==> src/rtl/i2c_arbiter.sv <==
// Round-robin arbiter that shares one I2C controller among NUM_REQ requesters.
// The winner's command is latched at grant and held until its done pulse.
module i2c_arbiter #(
  parameter int NUM_REQ       = 4,
  parameter int ADDR_WIDTH    = 7,
  parameter int DATA_WIDTH    = 8,
  parameter int START_TIMEOUT = 64,
  parameter int XFER_TIMEOUT  = 20000
) (
  input  logic                          clock,
  input  logic                          reset,
  input  logic [NUM_REQ-1:0]            req,
  input  logic [NUM_REQ-1:0]            req_rw,
  input  logic [NUM_REQ*ADDR_WIDTH-1:0] req_addr,
  input  logic [NUM_REQ*DATA_WIDTH-1:0] req_wdata,
  output logic [NUM_REQ-1:0]            gnt,
  output logic [NUM_REQ-1:0]            done,
  output logic [DATA_WIDTH-1:0]         rdata,
  output logic                          err,
  output logic                          i2c_rw,
  output logic [ADDR_WIDTH-1:0]         i2c_addr,
  output logic [DATA_WIDTH-1:0]         i2c_tx_data,
  output logic                          i2c_ready,
  input  logic                          i2c_busy,
  input  logic [DATA_WIDTH-1:0]         i2c_rx_data,
  input  logic                          i2c_valid,
  input  logic                          i2c_ack_error
);
  localparam int IDXW = $clog2(NUM_REQ);
  localparam int TMAX = (START_TIMEOUT > XFER_TIMEOUT) ? START_TIMEOUT : XFER_TIMEOUT;
  localparam int CNTW = $clog2(TMAX + 1);
  localparam logic [CNTW-1:0] START_LAST = CNTW'(START_TIMEOUT - 1);
  localparam logic [CNTW-1:0] XFER_LAST  = CNTW'(XFER_TIMEOUT - 1);

  typedef enum logic [2:0] {IDLE, LAUNCH, WAIT_START, WAIT_END, RESPOND} state_e;

  state_e                  state_q;
  logic [IDXW-1:0]         last_q, owner_q, win_d, rr_idx;
  logic [CNTW-1:0]         cnt_q;
  logic [NUM_REQ-1:0]      gnt_q, done_q;
  logic                    err_q, ready_q, rw_q;
  logic [DATA_WIDTH-1:0]   rdata_q, txd_q;
  logic [ADDR_WIDTH-1:0]   addr_q;
  logic                    found;

  logic [NUM_REQ-1:0][ADDR_WIDTH-1:0] addr_v;
  logic [NUM_REQ-1:0][DATA_WIDTH-1:0] wdata_v;
  assign addr_v  = req_addr;
  assign wdata_v = req_wdata;

  // First requester found scanning upward from the one after the last owner.
  always_comb begin
    win_d  = last_q;
    rr_idx = '0;
    found  = 1'b0;
    for (int k = 1; k <= NUM_REQ; k++) begin
      rr_idx = IDXW'((int'(last_q) + k) % NUM_REQ);
      if (!found && req[rr_idx]) begin
        win_d = rr_idx;
        found = 1'b1;
      end
    end
  end

  always_ff @(posedge clock or posedge reset) begin
    if (reset) begin
      state_q <= IDLE;
      last_q  <= IDXW'(NUM_REQ - 1);
      owner_q <= '0;
      cnt_q   <= '0;
      gnt_q   <= '0;
      done_q  <= '0;
      err_q   <= 1'b0;
      rdata_q <= '0;
      ready_q <= 1'b0;
      rw_q    <= 1'b0;
      addr_q  <= '0;
      txd_q   <= '0;
    end else begin
      case (state_q)
        IDLE: begin
          cnt_q <= '0;
          if (|req) begin
            owner_q        <= win_d;
            gnt_q          <= '0;
            gnt_q[win_d]   <= 1'b1;
            rw_q           <= req_rw[win_d];
            addr_q         <= addr_v[win_d];
            txd_q          <= wdata_v[win_d];
            err_q          <= 1'b0;
            rdata_q        <= '0;
            ready_q        <= 1'b1;
            state_q        <= LAUNCH;
          end
        end
        LAUNCH: begin
          ready_q <= 1'b0;
          cnt_q   <= '0;
          state_q <= WAIT_START;
        end
        WAIT_START: begin
          if (i2c_busy) begin
            cnt_q   <= '0;
            state_q <= WAIT_END;
          end else if (cnt_q == START_LAST) begin
            err_q   <= 1'b1;
            done_q  <= gnt_q;
            cnt_q   <= '0;
            state_q <= RESPOND;
          end else begin
            cnt_q <= cnt_q + 1'b1;
          end
        end
        WAIT_END: begin
          // Status is captured even on the cycle busy drops.
          if (i2c_valid)     rdata_q <= i2c_rx_data;
          if (i2c_ack_error) err_q   <= 1'b1;
          if (!i2c_busy) begin
            done_q  <= gnt_q;
            cnt_q   <= '0;
            state_q <= RESPOND;
          end else if (cnt_q == XFER_LAST) begin
            err_q   <= 1'b1;
            done_q  <= gnt_q;
            cnt_q   <= '0;
            state_q <= RESPOND;
          end else begin
            cnt_q <= cnt_q + 1'b1;
          end
        end
        RESPOND: begin
          done_q  <= '0;
          gnt_q   <= '0;
          last_q  <= owner_q;
          cnt_q   <= '0;
          state_q <= IDLE;
        end
        default: state_q <= IDLE;
      endcase
    end
  end

  assign gnt         = gnt_q;
  assign done        = done_q;
  assign rdata       = rdata_q;
  assign err         = err_q;
  assign i2c_rw      = rw_q;
  assign i2c_addr    = addr_q;
  assign i2c_tx_data = txd_q;
  assign i2c_ready   = ready_q;
endmodule
==> config.mk <==
export PLATFORM = sky130hd
export DESIGN_NAME = i2c_arbiter
export DESIGN_NICKNAME = d
export VERILOG_FILES = /design/src/rtl/i2c_arbiter.sv
export SDC_FILE = /design/constraint.sdc
export NUM_CORES = 1
export LEC_CHECK = 0
export ABC_CLOCK_PERIOD_IN_PS = 2200
export BUFFER_PORTS_ARGS = -buffer_cell sky130_fd_sc_hd__buf_2
export CORE_ASPECT_RATIO = 0.8
export CORE_MARGIN = 1.5
export CORE_UTILIZATION = 46
export CTS_CLUSTER_SIZE = 12
export DETAILED_ROUTE_END_ITERATION = 8
export GPL_ROUTABILITY_DRIVEN = 1
export HOLD_SLACK_MARGIN = 0.02
export PLACE_DENSITY = 0.77
export SYNTH_ARGS = -nofsm -noshare
export SYNTH_HDL_FRONTEND = slang
export SYNTH_SLANG_ARGS = --single-unit
==> constraint.sdc <==
create_clock -name clock -period 2.2 [get_ports clock]
set_input_delay 0.11 -clock clock [delete_from_list [all_inputs] [get_ports clock]]
set_output_delay 0.11 -clock clock [all_outputs]
set_load 0.02 [all_outputs]
# --- Yosys cells after proc, flatten, opt, wreduce, memory -nomap -nowiden ---
# Index checks and enable logic that the tools add are counted.
totals:
  input_bits: 81
  register_bits: 56
op_classes:
  order_cmp: 6
  add_sub_neg: 5
  muxes: 53
  reduce_logical: 23
  n_eq_ne: 12
op_table:
  columns: ["operator", "n"]
  rows:
  - ["15-bit 2-to-1 mux", 4]
  - ["15-bit one-hot mux with 3 select lines", 1]
  - ["8-bit 2-to-1 mux", 3]
  - ["4-bit 2-to-1 mux", 5]
  - ["8-bit binary-select mux with 2-bit select", 1]
  - ["1-bit 2-to-1 mux", 16]
  - ["8-bit one-hot mux with 2 select lines", 1]
  - ["15-bit by 1-bit adder with 15-bit output, second input constant", 1]
  - ["15-bit equality test, second input constant", 1]
  - ["15-bit by 6-bit equality test with 1-bit output, second input constant", 1]
  - ["2-bit by 3-bit < comparator with 1-bit output, second input constant", 5]
  - ["3-bit 2-to-1 mux", 5]
  - ["7-bit binary-select mux with 2-bit select", 1]
  - ["3-bit one-hot mux with 4 select lines", 1]
  - ["4-bit one-hot mux with 3 select lines", 1]
  - ["1-bit binary-select mux with 2-bit select", 5]
  - ["3-bit nonzero test", 3]
  - ["2-bit 2-to-1 mux", 4]
  - ["2-bit inequality test, second input constant", 4]
  - ["4-bit one-hot mux with 2 select lines", 1]
  - ["4-bit AND reduction", 2]
  - ["7-bit 2-to-1 mux", 1]
  - ["3-bit by 2-bit equality test with 1-bit output, second input constant", 2]
  - ["3-bit inequality test, second input constant", 2]
  - ["other kinds (16)", 28]

# --- Longest topological paths before layout ---
# Gate-level depths: netlist (run 1).
logic_depth:
  depth_word: 19
  depth_mapped: 8

# --- Least setup slack after synthesis (run 1) ---
# Ideal clock, no wire load.
synth_timing:
  path_kind: "register to register"
  from: "register last_q[1]"
  to: "register addr_q[0], in the netlist i2c_addr[0]"
  setup_slack_ns: 0.009
  path_buffers: 2
  t_required_ns: 2.074
  setup_ns: 0.126
  arrival_ns: 2.065
  period_less_slack_ns: 2.191
  stages_incl_launch_ff: 8
  cell_sequence: "dfstp_2 -> buf_6 -> mux2i_1 -> nor2_1 -> nor3_4 -> buf_8 -> mux2_2 -> a221o_1"
synth_between:
  elab_chain_cells: 15
  word_cells_on_any_way: 27
synth_rtl:
  columns: ["item", "line_no", "text"]
  rows:
  - ["from (decl)", "38", "logic [IDXW-1:0] last_q, owner_q, win_d, rr_idx;"]
  - ["from (signal assigned)", "68", "last_q <= IDXW'(NUM_REQ - 1);"]
  - ["from (signal assigned)", "134", "last_q <= owner_q;"]
  - ["2-bit by 1-bit adder with 2-bit output", "57", "rr_idx = IDXW'((int'(last_q) + k) % NUM_REQ);"]
  - ["1-bit binary-select mux with 2-bit select", "58", "if (!found && req[rr_idx]) begin"]
  - ["1-bit 2-to-1 mux (implied by the code)", "58", null]
  - ["1-bit 2-to-1 mux", "58", null]
  - ["1-bit logical NOT", "58", null]
  - ["1-bit logical AND", "58", null]
  - ["1-bit 2-to-1 mux", "58", null]
  - ["1-bit logical NOT", "58", null]
  - ["1-bit logical AND", "58", null]
  - ["1-bit 2-to-1 mux", "58", null]
  - ["1-bit logical NOT", "58", null]
  - ["1-bit logical AND", "58", null]
  - ["2-bit 2-to-1 mux *", "58", null]
  - ["7-bit binary-select mux with 2-bit select *", "88", "addr_q <= addr_v[win_d];"]
  - ["7-bit 2-to-1 mux (implied by the code) *", "88", null]
  - ["to (signal assigned)", "88", null]
  - ["to (decl)", "43", "logic [ADDR_WIDTH-1:0] addr_q;"]
# Mark *: on every way between the ends. The rest lies on a longest branch, timed or not. The select of a mux whose other input is x is not followed.
# A chain may end at the register's enable or synchronous reset.

# --- Worst setup path after layout (run 1) ---
layout_timing:
  from: "register last_q[1]"
  to: "register txd_q[5], in the netlist i2c_tx_data[5]"
layout_between:
  elab_chain_cells: 15
  word_cells_on_any_way: 27
layout_rtl:
  columns: ["item", "line_no", "text"]
  rows:
  - ["2-bit by 1-bit adder with 2-bit output", "57", null]
  - ["1-bit binary-select mux with 2-bit select", "58", null]
  - ["1-bit 2-to-1 mux (implied by the code)", "58", null]
  - ["1-bit 2-to-1 mux", "58", null]
  - ["1-bit logical NOT", "58", null]
  - ["1-bit logical AND", "58", null]
  - ["1-bit 2-to-1 mux", "58", null]
  - ["1-bit logical NOT", "58", null]
  - ["1-bit logical AND", "58", null]
  - ["1-bit 2-to-1 mux", "58", null]
  - ["1-bit logical NOT", "58", null]
  - ["1-bit logical AND", "58", null]
  - ["2-bit 2-to-1 mux *", "58", null]
  - ["8-bit binary-select mux with 2-bit select *", "89", "txd_q <= wdata_v[win_d];"]
  - ["8-bit 2-to-1 mux (implied by the code) *", "89", null]
  - ["to (signal assigned)", "89", null]
  - ["to (decl)", "42", "logic [DATA_WIDTH-1:0] rdata_q, txd_q;"]
# Marks and branches as above.

==> results of run 1 <==
==> power by group through the flow <==
| stage | Sequential [mW] | Clock, mW | Combinational (mW) |
|---|---|---|---|
| floorplan | 1.87 | 0 | 2.00 |
| global placement | 1.62 | 0 | 2.82 |
| detailed placement | 1.64 | 0 | 2.90 |
| CTS | 1.62 | 0.594 | 2.92 |
| global route | 1.67 | 0.629 | 3.20 |
| finish | 1.63 | 0.573 | 2.94 |
==> layer usage <==
metal  global-route usage [%]  part of all wire, %
met1                     29.1                   46
met2                     34.2                   46
met3                     3.96                  6.6
met4                     4.14                 0.59
met5                        0                    0
==> cells in the final DEF, fill, tap and decap left out, types with 3 or more instances in the layout <==
cell type / count
clkbuf_8: 6
inv_1: 11
xnor2_1: 3
nand3_1: 43
nand4_1: 3
nor2b_1: 7
or3_1: 3
nand2_1: 29
nor3_1: 8
nand2b_1: 3
mux2_2: 17
dfrtp_1: 54
mux2i_1: 19
nor2_1: 15
buf_4: 15
a21oi_1: 5
a22o_1: 11
a221o_1: 16
and2_1: 3
o21ai_0: 24
a21o_1: 3
buf_2: 114
and3_1: 5
==> area by class of cell <==
class	count	area [µm²]
clock buffers	8	90.1
fillers	612	2870
inverters	12	45.0
multi-input cells	245	1670
flip-flops and latches	56	1400
well taps	87	109
repair buffers	132	733
==> worst max path at each step <==
stage / endpoint / cells after the start / slack (ns) / startpoint
floorplan: i2c_addr[0] / 7 / 0.009 / last_q[1]
global placement: cnt_q[0] / 7 / 0.14 / cnt_q[0]
detailed placement: done[1] / 6 / 0.04 / cnt_q[0]
CTS: done[1] / 6 / 0.02 / cnt_q[0]
global route: cnt_q[0] / 7 / 0.008 / cnt_q[0]
finish: i2c_tx_data[5] / 6 / 0.10 / last_q[1]
==> state kept, by name, indices dropped and copies added (netlist names), 2 cells and up <==
register and cells:
last_q 2, gnt 4, done 4, owner_q 2
i2c_addr 7, cnt_q 15, rdata 8, state_q 3
i2c_tx_data 8
==> worst max-delay path, stage by stage (launching register included) <==
cell and delay [ns]:
dfstp_2 0.55, mux2i_1 0.18, nor2_1 0.08, nor3_4 0.22, buf_12 0.24, mux2_2 0.36, a221o_1 0.32
==> stage by stage <==
step	instances	power [mW]	worst slack, ns	util, %
final	540	5.14	0.104	58.6
after global routing	540	5.50	0.00795	58.6
after CTS	540	5.14	0.0171	58.3
after detailed placement	531	4.53	0.0360	56.9
after global placement	531	4.44	0.136	56.9
after floorplan	335	3.87	0.00918	-
==> repair_timing <==
| action | 4_1_cts | 5_1_grt |
|---|---|---|
| setup endpoints to repair | 0 | 20 |
| gates resized for setup | 0 | 5 |
| hold endpoints to repair | 32 | 0 |
| hold buffers | 1 | 0 |
==> kinds of logic after synthesis <==
kind of cell             Yosys count
flip-flops                        56
AND/OR/NAND/NOR                  132
AO/OA/AOI/OAI                     73
XOR/XNOR                           3
multiplexers                      36
buffers and inverters             34
adder cells (fa/ha/maj)            1
==> flow_summary.yaml, run 1 <==
run_status:
  outcome: "finished clean"
synth:
  synth_top_area_share_pct: 40.6
  synth_xor_area_share_pct: 0.790
  synth_edf_count: 0
  synth-simple-area-share_pct: 20.6
  yosys_warnings: 0
  synth_top_family_by_area: "simple AND/OR/NAND/NOR gates"
  synth_top_area_cell: "dfrtp_1"
  synthDistinctLibCells: 56
  synth-compound-area-share_pct: 16.5
  synth-async-reset-ratio_pct: 100
  synth_nets: 417
  synth_mux_area_share_pct: 11.5
  synth_most_common_cell: "dfrtp_1"
  netlist_area_um2: 3330
  ys_seq_area_share_pct: 42.2
  ys.flop_type: "dfrtp_1"
  synthAdderAreaFrac_pct: 0.376
  netlist_instances: 335
  ys_ff_latch: 56
  synthTopCellsByArea: "dfrtp_1 (41%), nand3_1 (6.5%), mux2_2 (5.8%)"
  netlist_top_cells_count: "dfrtp_1 (54), nand3_1 (43), nand2_1 (29)"
  postSynthAreaPerCell_um2: 9.93
layout:
  num-nets-final: 534
  n_antenna_cell: 0
  area_growth_pct: 21.9
  drive_above_1_share_pct: 38.0
  fin_area_um2: 4060
power:
  p_clk_share_pct: 11.1
  leakagePower_nw: 1.97
  p_switching_mw: 2.27
  sequentialPowerShare_pct: 31.7
  peakVddDrop_v: 0.000659
  switching_share_pct: 44.1
  power_density_nw_per_um2: 1270
  pwr-share-comb_pct: 57.2
  cellInternalPower_mw: 2.87
sta:
  max_freq_ghz: 0.477
  rsz0062_at_grt: "no"
  setup_viol: 0
  slew_violations: 0
  fin_skew_ns: 0.00544
  hold_viol: 0
  tightest_slew_ns: 0.765
  fin_hold_ws_ns: 0.0381
  fin_crit_ns: 2.10
  relSlewSlack_pct: 48.9
  fin_crit_sh_pct: 95.3
  tns_ns: 0
worst_hold_path:
  worstHoldEndpoint: "rdata[3]"
  hold_path_class: "in -> reg"
  min_path_cells: 3
  worstHoldStart: "i2c_rx_data[3]"
critical_path:
  reg2reg_setup_slack_ns: 0.10
  worstReg2RegEnd: "i2c_tx_data[5]"
  worst_ep_arrival_time_ns: 2.28
  worst-r2r-cell-count: 6
  cp-start-kind: "flop"
  cp_data_required_time_ns: 2.39
  critPathMaxFanout: 30
  cp-end-kind: "flop"
  regToRegStartpoint: "last_q[1]"
  crit_type: "reg -> reg"
global_route:
  track_usage_pct: 20.9
  overflow: 0
  grt_pass1_vias: 2842
  grt_pass1_wl_um: 13200
  grt_start_max_net_pins: 37
  antenna_found_initial: 0
routing:
  wire_per_inst_um: 15.5
  wl_um: 8340
  drt_iter0_drc: 180
  viasPerCell: 5.67
  postRouteAntennaNets: 0
  drc: 0
  via_count: 3061
  first_pass_iters: 4
clock_tree:
  cts_buffer_depth: 2
  cts_buffers: 5
  worstSkewPairLatency_ns: 0.30
  clk_pin_slew_ns: 0.09
  cts_sinks: 56
  clock-root-buffer: "clkbuf_8"
  cts_tree: "done"
  post_cts_buffers: 0
  cts_max_level: 2
placement:
  portBuffers: 114
  gp_congestion: 0.871
  dp_hpwl_um: 6010
  place_area_um2: 3940
floorplanning:
  ios: 115
  die_x_um: 98.1
  initial_core_util_pct: 48.0
  die-area_um2: 7750
  coreArea_um2: 6930
  dieHeight_um: 79.1
  placementRows: 27
run:
  maxCapViolCount: 0
Power figures use the tool's default switching activity.
==> run 2: changes to the inputs <==
--- a/config.mk
+++ b/config.mk
@@ -15,6 +15,7 @@
 export GPL_ROUTABILITY_DRIVEN = 1
 export HOLD_SLACK_MARGIN = 0.02
 export PLACE_DENSITY = 0.77
+export SETUP_SLACK_MARGIN = 0.3
 export SYNTH_ARGS = -nofsm -noshare
 export SYNTH_HDL_FRONTEND = slang
 export SYNTH_SLANG_ARGS = --single-unit
==> flow_summary.yaml, run 2 (synthesized netlist as in run 1, its figures left out) <==
run_status:
  outcome: "finished clean"
critical_path:
  cp_data_required_time_ns: 2.41
  worst_ep_arrival_time_ns: 2.25
  cp-start-kind: "flop"
  slowest_stage: "dfstp_2"
  cp-end-kind: "flop"
  crit_type: "reg -> reg"
  cp_slowest_stage_delay_ns: 0.59
  crit_chain: "mux2i_1, nor2_2, nor3_4, buf_6, clkbuf_16, mux2_4, a221o_1"
  critPathMaxFanout: 4
placement:
  dp_hpwl_um: 5650
  dp_cells: 528
  portBuffers: 114
  gp_congestion: 0.867
sta:
  tightest_slew_ns: 0.446
  slew_violations: 0
  fin_crit_sh_pct: 92.9
  fin_hold_ws_ns: 0.0336
  rsz0062_at_grt: "yes"
  setup_viol: 0
  relSlewSlack_pct: 70.2
  hold_viol: 0
  tns_ns: 0
  fin_skew_ns: 0.00951
  max_freq_ghz: 0.489
  fin_crit_ns: 2.04
power:
  leakagePower_nw: 2.21
  power_density_nw_per_um2: 1330
  peakVddDrop_v: 0.000608
floorplanning:
  placementRows: 27
  initial_core_util_pct: 48.0
  dieHeight_um: 79.1
  coreArea_um2: 6930
  ios: 115
  die_x_um: 98.1
  die-area_um2: 7750
layout:
  area_growth_pct: 36.0
  drive_above_1_share_pct: 42.4
  largest_reg_flops: 15
  final_cell_mix: "buf_2 (114), dfrtp_1 (52), nand3_1 (43)"
  final_common_cell: "buf_2"
  top_register: "cnt_q"
  fillers: 533
  num-nets-final: 555
  n_antenna_cell: 0
  finalNonFillerCells: 561
clock_tree:
  cts_tree: "done"
  clock-root-buffer: "clkbuf_8"
  cts_buffer_depth: 2
  cts_buffers: 5
  cts_max_level: 2
  clk_pin_slew_ns: 0.10
  worstSkewPairLatency_ns: 0.31
  cts_sinks: 56
routing:
  drc: 0
  first_pass_iters: 5
  via_count: 3210
  viasPerCell: 5.72
  drt_iter0_drc: 167
  wl_um: 9150
  wire_per_inst_um: 16.3
  postRouteAntennaNets: 0
global_route:
  grt_pass1_wl_um: 13800
  track_usage_pct: 21.8
  antenna_found_initial: 0
  overflow: 0
  grt_pass1_vias: 2849
  grt_start_max_net_pins: 57
run:
  maxCapViolCount: 0
worst_hold_path:
  hold_path_class: "in -> reg"
## run 2: cell types whose count changed in the layout (fill, tap and decap cells not counted), sizes merged
| cell | previous run | this run |
|---|---|---|
| buf | 131 | 146 |
| dlygate4sd3 | 1 | 4 |
| clkinv | 0 | 2 |
| bufinv | 0 | 1 |
## run 2: final timing paths
kind	cells after the start	to	slack (ns)	start
worst max-delay path	7	i2c_tx_data[7]	0.16	last_q[1]
worst min-delay path	3	rdata[1]	0.03	i2c_rx_data[1]
worst max register to register	7	i2c_tx_data[7]	0.16	last_q[1]
worst min register to register	2	last_q[0]	0.49	owner_q[0]
max in group asynchronous	4	last_q[1]	1.50	reset
min in group asynchronous	4	i2c_tx_data[2]	0.41	reset
## run 2: routing by layer
layer / GRT usage (%) / vias up / share of wire [%]
met2: 32.7 / 117 / 46
li1: - / 1507 / -
met4: 7.86 / 0 / 2.1
met3: 4.67 / 18 / 6.8
met1: 31.0 / 1568 / 45
met5: 0 / - / 0
## run 2: cell type report
cell class	instances	area [µm²]	share of cell area (%)
Inverter	12	45.0	0.996
Clock inverter	3	47.5	1.05
Timing Repair Buffer	153	1020	22.6
Tap cell	87	109	2.41
Multi-Input combinational cell	245	1830	40.3
Clock buffer	5	68.8	1.52
Sequential cell	56	1410	31.1
## run 2: report_power, final
group | internal [mW] | switching (mW) | leakage, nW
Sequential | 1.39 | 0.247 | 0.726
Clock | 0.344 | 0.360 | 0.0583
Combinational | 1.72 | 1.94 | 1.43
Total | 3.45 | 2.55 | 2.21
## run 2: worst max-delay path: cells and delay by family, from the launching register on
kind	cells	cell delay [ns]
muxes	2	0.52
DFF	1	0.59
and+or+nand+nor	2	0.24
AOI/OAI and AO/OA	1	0.29
buffers and inverters	2	0.30
## run 2: metrics by stage
stage | utilization (%) | total power [mW] | instance area, µm² | worst slack (ns)
2_1_floorplan | - | 3.92 | 3360 | 0.0912
3_3_place_gp | 57.1 | 4.42 | 3950 | 0.149
3_5_place_dp | 57.1 | 4.50 | 3950 | 0.0349
4_1_cts | 62.4 | 5.56 | 4320 | 0.106
5_1_grt | 65.3 | 6.36 | 4520 | 0.0770
6_report | 65.3 | 6.00 | 4520 | 0.156
## run 2: timing repair
| action | 4_1_cts | 5_1_grt |
|---|---|---|
| cloned | 3 | 3 |
| hold endpoints to repair | 57 | 0 |
| resized for setup | 14 | 34 |
| hold buffers | 4 | 0 |
| pin swaps | 3 | 19 |
| setup endpoints to repair | 28 | 45 |
| setup buffers | 11 | 4 |
==> run 3: changes to the inputs <==
--- a/config.mk
+++ b/config.mk
@@ -7,7 +7,6 @@
 export LEC_CHECK = 0
 export ABC_CLOCK_PERIOD_IN_PS = 2200
 export BUFFER_PORTS_ARGS = -buffer_cell sky130_fd_sc_hd__buf_2
-export CORE_ASPECT_RATIO = 0.8
 export CORE_MARGIN = 1.5
 export CORE_UTILIZATION = 46
 export CTS_CLUSTER_SIZE = 12
==> flow_summary.yaml, run 3 (synthesized netlist as in run 1, its figures left out) <==
clock_tree:
  cts_max_level: 2
  clock-root-buffer: "clkbuf_8"
  cts_sinks: 56
  clk_pin_slew_ns: 0.10
  cts_buffer_depth: 2
  worstSkewPairLatency_ns: 0.31
  cts_tree: "done"
  cts_buffers: 5
critical_path:
  cp_data_required_time_ns: 2.40
  critPathMaxFanout: 8
  cp_slowest_stage_delay_ns: 0.57
  crit_chain: "mux2i_1, nor2_2, nor3_4, buf_12, buf_16, mux2_4, a221o_1"
  slowest_stage: "dfstp_2"
  crit_type: "reg -> reg"
  worst_ep_arrival_time_ns: 2.23
  cp-start-kind: "flop"
  cp-end-kind: "flop"
layout:
  regArea_um2: 1410
  area_growth_pct: 35.6
  num-nets-final: 557
  fin_area_um2: 4510
  drive_above_1_share_pct: 42.0
  n_antenna_cell: 0
  final_common_cell: "buf_2"
  top_register: "cnt_q"
  largest_reg_flops: 15
  multi_input_area_um2: 1830
  fillers: 544
  final_cell_mix: "buf_2 (115), dfrtp_1 (51), nand3_1 (43)"
sta:
  tightest_slew_ns: 0.521
  fin_crit_sh_pct: 92.3
  slew_violations: 0
  relSlewSlack_pct: 65.2
  hold_viol: 0
  tns_ns: 0
  fin_skew_ns: 0.00736
  setup_viol: 0
  fin_crit_ns: 2.03
  rsz0062_at_grt: "yes"
  max_freq_ghz: 0.492
global_route:
  grt_pass1_vias: 2961
  grt_start_max_net_pins: 36
  antenna_found_initial: 0
  overflow: 0
  grt_pass1_wl_um: 13800
  track_usage_pct: 22.9
power:
  leakagePower_nw: 2.20
  peakVddDrop_v: 0.000751
  power_density_nw_per_um2: 1270
routing:
  viasPerCell: 5.64
  wl_um: 9190
  first_pass_iters: 5
  via_count: 3226
  drc: 0
  postRouteAntennaNets: 0
  drt_iter0_drc: 216
  wire_per_inst_um: 16.1
floorplanning:
  die_x_um: 88.0
  die-area_um2: 7750
  ios: 115
  placementRows: 30
  coreArea_um2: 6910
  dieHeight_um: 88.0
  initial_core_util_pct: 48.2
placement:
  place_area_um2: 3960
  gp_congestion: 0.934
  portBuffers: 114
  dp_hpwl_um: 6020
worst_hold_path:
  hold_path_class: "in -> reg"
run_status:
  outcome: "finished clean"
run:
  maxCapViolCount: 0
-- run 3: changes by cell type in the layout (fill, tap and decap cells not counted), sizes merged --
cell / change
dlygate4sd3: +4
clkinv: -1
clkbuf: -2
buf: +1
-- run 3: path summary, 6_finish.rpt --
check	startpoint	endpoint	slack, ns	cells after the start
max	last_q[1]	i2c_addr[5]	0.17	7
max in group asynchronous	reset	last_q[1]	1.14	4
max reg2reg	last_q[1]	i2c_addr[5]	0.17	7
min	i2c_rx_data[5]	rdata[5]	0.04	3
min in group asynchronous	reset	rdata[7]	0.37	3
min reg2reg	owner_q[1]	last_q[1]	0.48	2
-- run 3: through the flow --
step	cells	power [mW]	setup slack (ns)	util (%)	hold WS, ns
after floorplan	335	3.92	0.0912	-	0.249
after global placement	537	4.42	0.156	57.4	0.192
after detailed placement	537	4.52	0.0426	57.4	0.175
after CTS	562	5.53	0.114	62.8	0.0311
after global routing	572	6.12	0.0794	65.3	0.0303
final	572	5.75	0.169	65.3	0.0384
-- run 3: layout make-up --
class	instances	area share [%]
clock inverter	2	0.776
timing repair buffer	155	22.2
clock buffer	6	1.61
multi-input combinational	245	40.5
sequential	56	31.2
tap	96	2.66
inverter	12	0.998
-- run 3: layer usage --
layer  vias up  track usage (%)  part of all wire (%)
li1       1519                -                     -
met1      1542             30.1                    42
met2       140             37.3                    48
met3        25             4.34                   6.7
met4         0             8.95                   2.7
met5         -                0                     0
-- run 3: power breakdown --
group | leakage [nW] | switching [mW] | internal (mW)
sequential | 0.723 | 0.258 | 1.38
combinational | 1.43 | 1.85 | 1.58
clock | 0.0552 | 0.333 | 0.338
total | 2.20 | 2.44 | 3.31
-- run 3: worst max-delay path, delay by kind of cell (launching register included) --
family                 cells  cell delay (ns)
AOI/OAI and AO/OA          1             0.30
buffers and inverters      2             0.30
DFF                        1             0.57
muxes                      2             0.51
and+or+nand+nor            2             0.23
-- run 3: repair_timing --
action / CTS / global route
pin swaps: 12 / 4
hold buffers: 8 / 0
endpoints found under the setup margin: 36 / 36
setup buffers: 6 / 10
gates resized for setup: 21 / 15
gates cloned: 3 / 0
hold endpoints to repair: 30 / 0
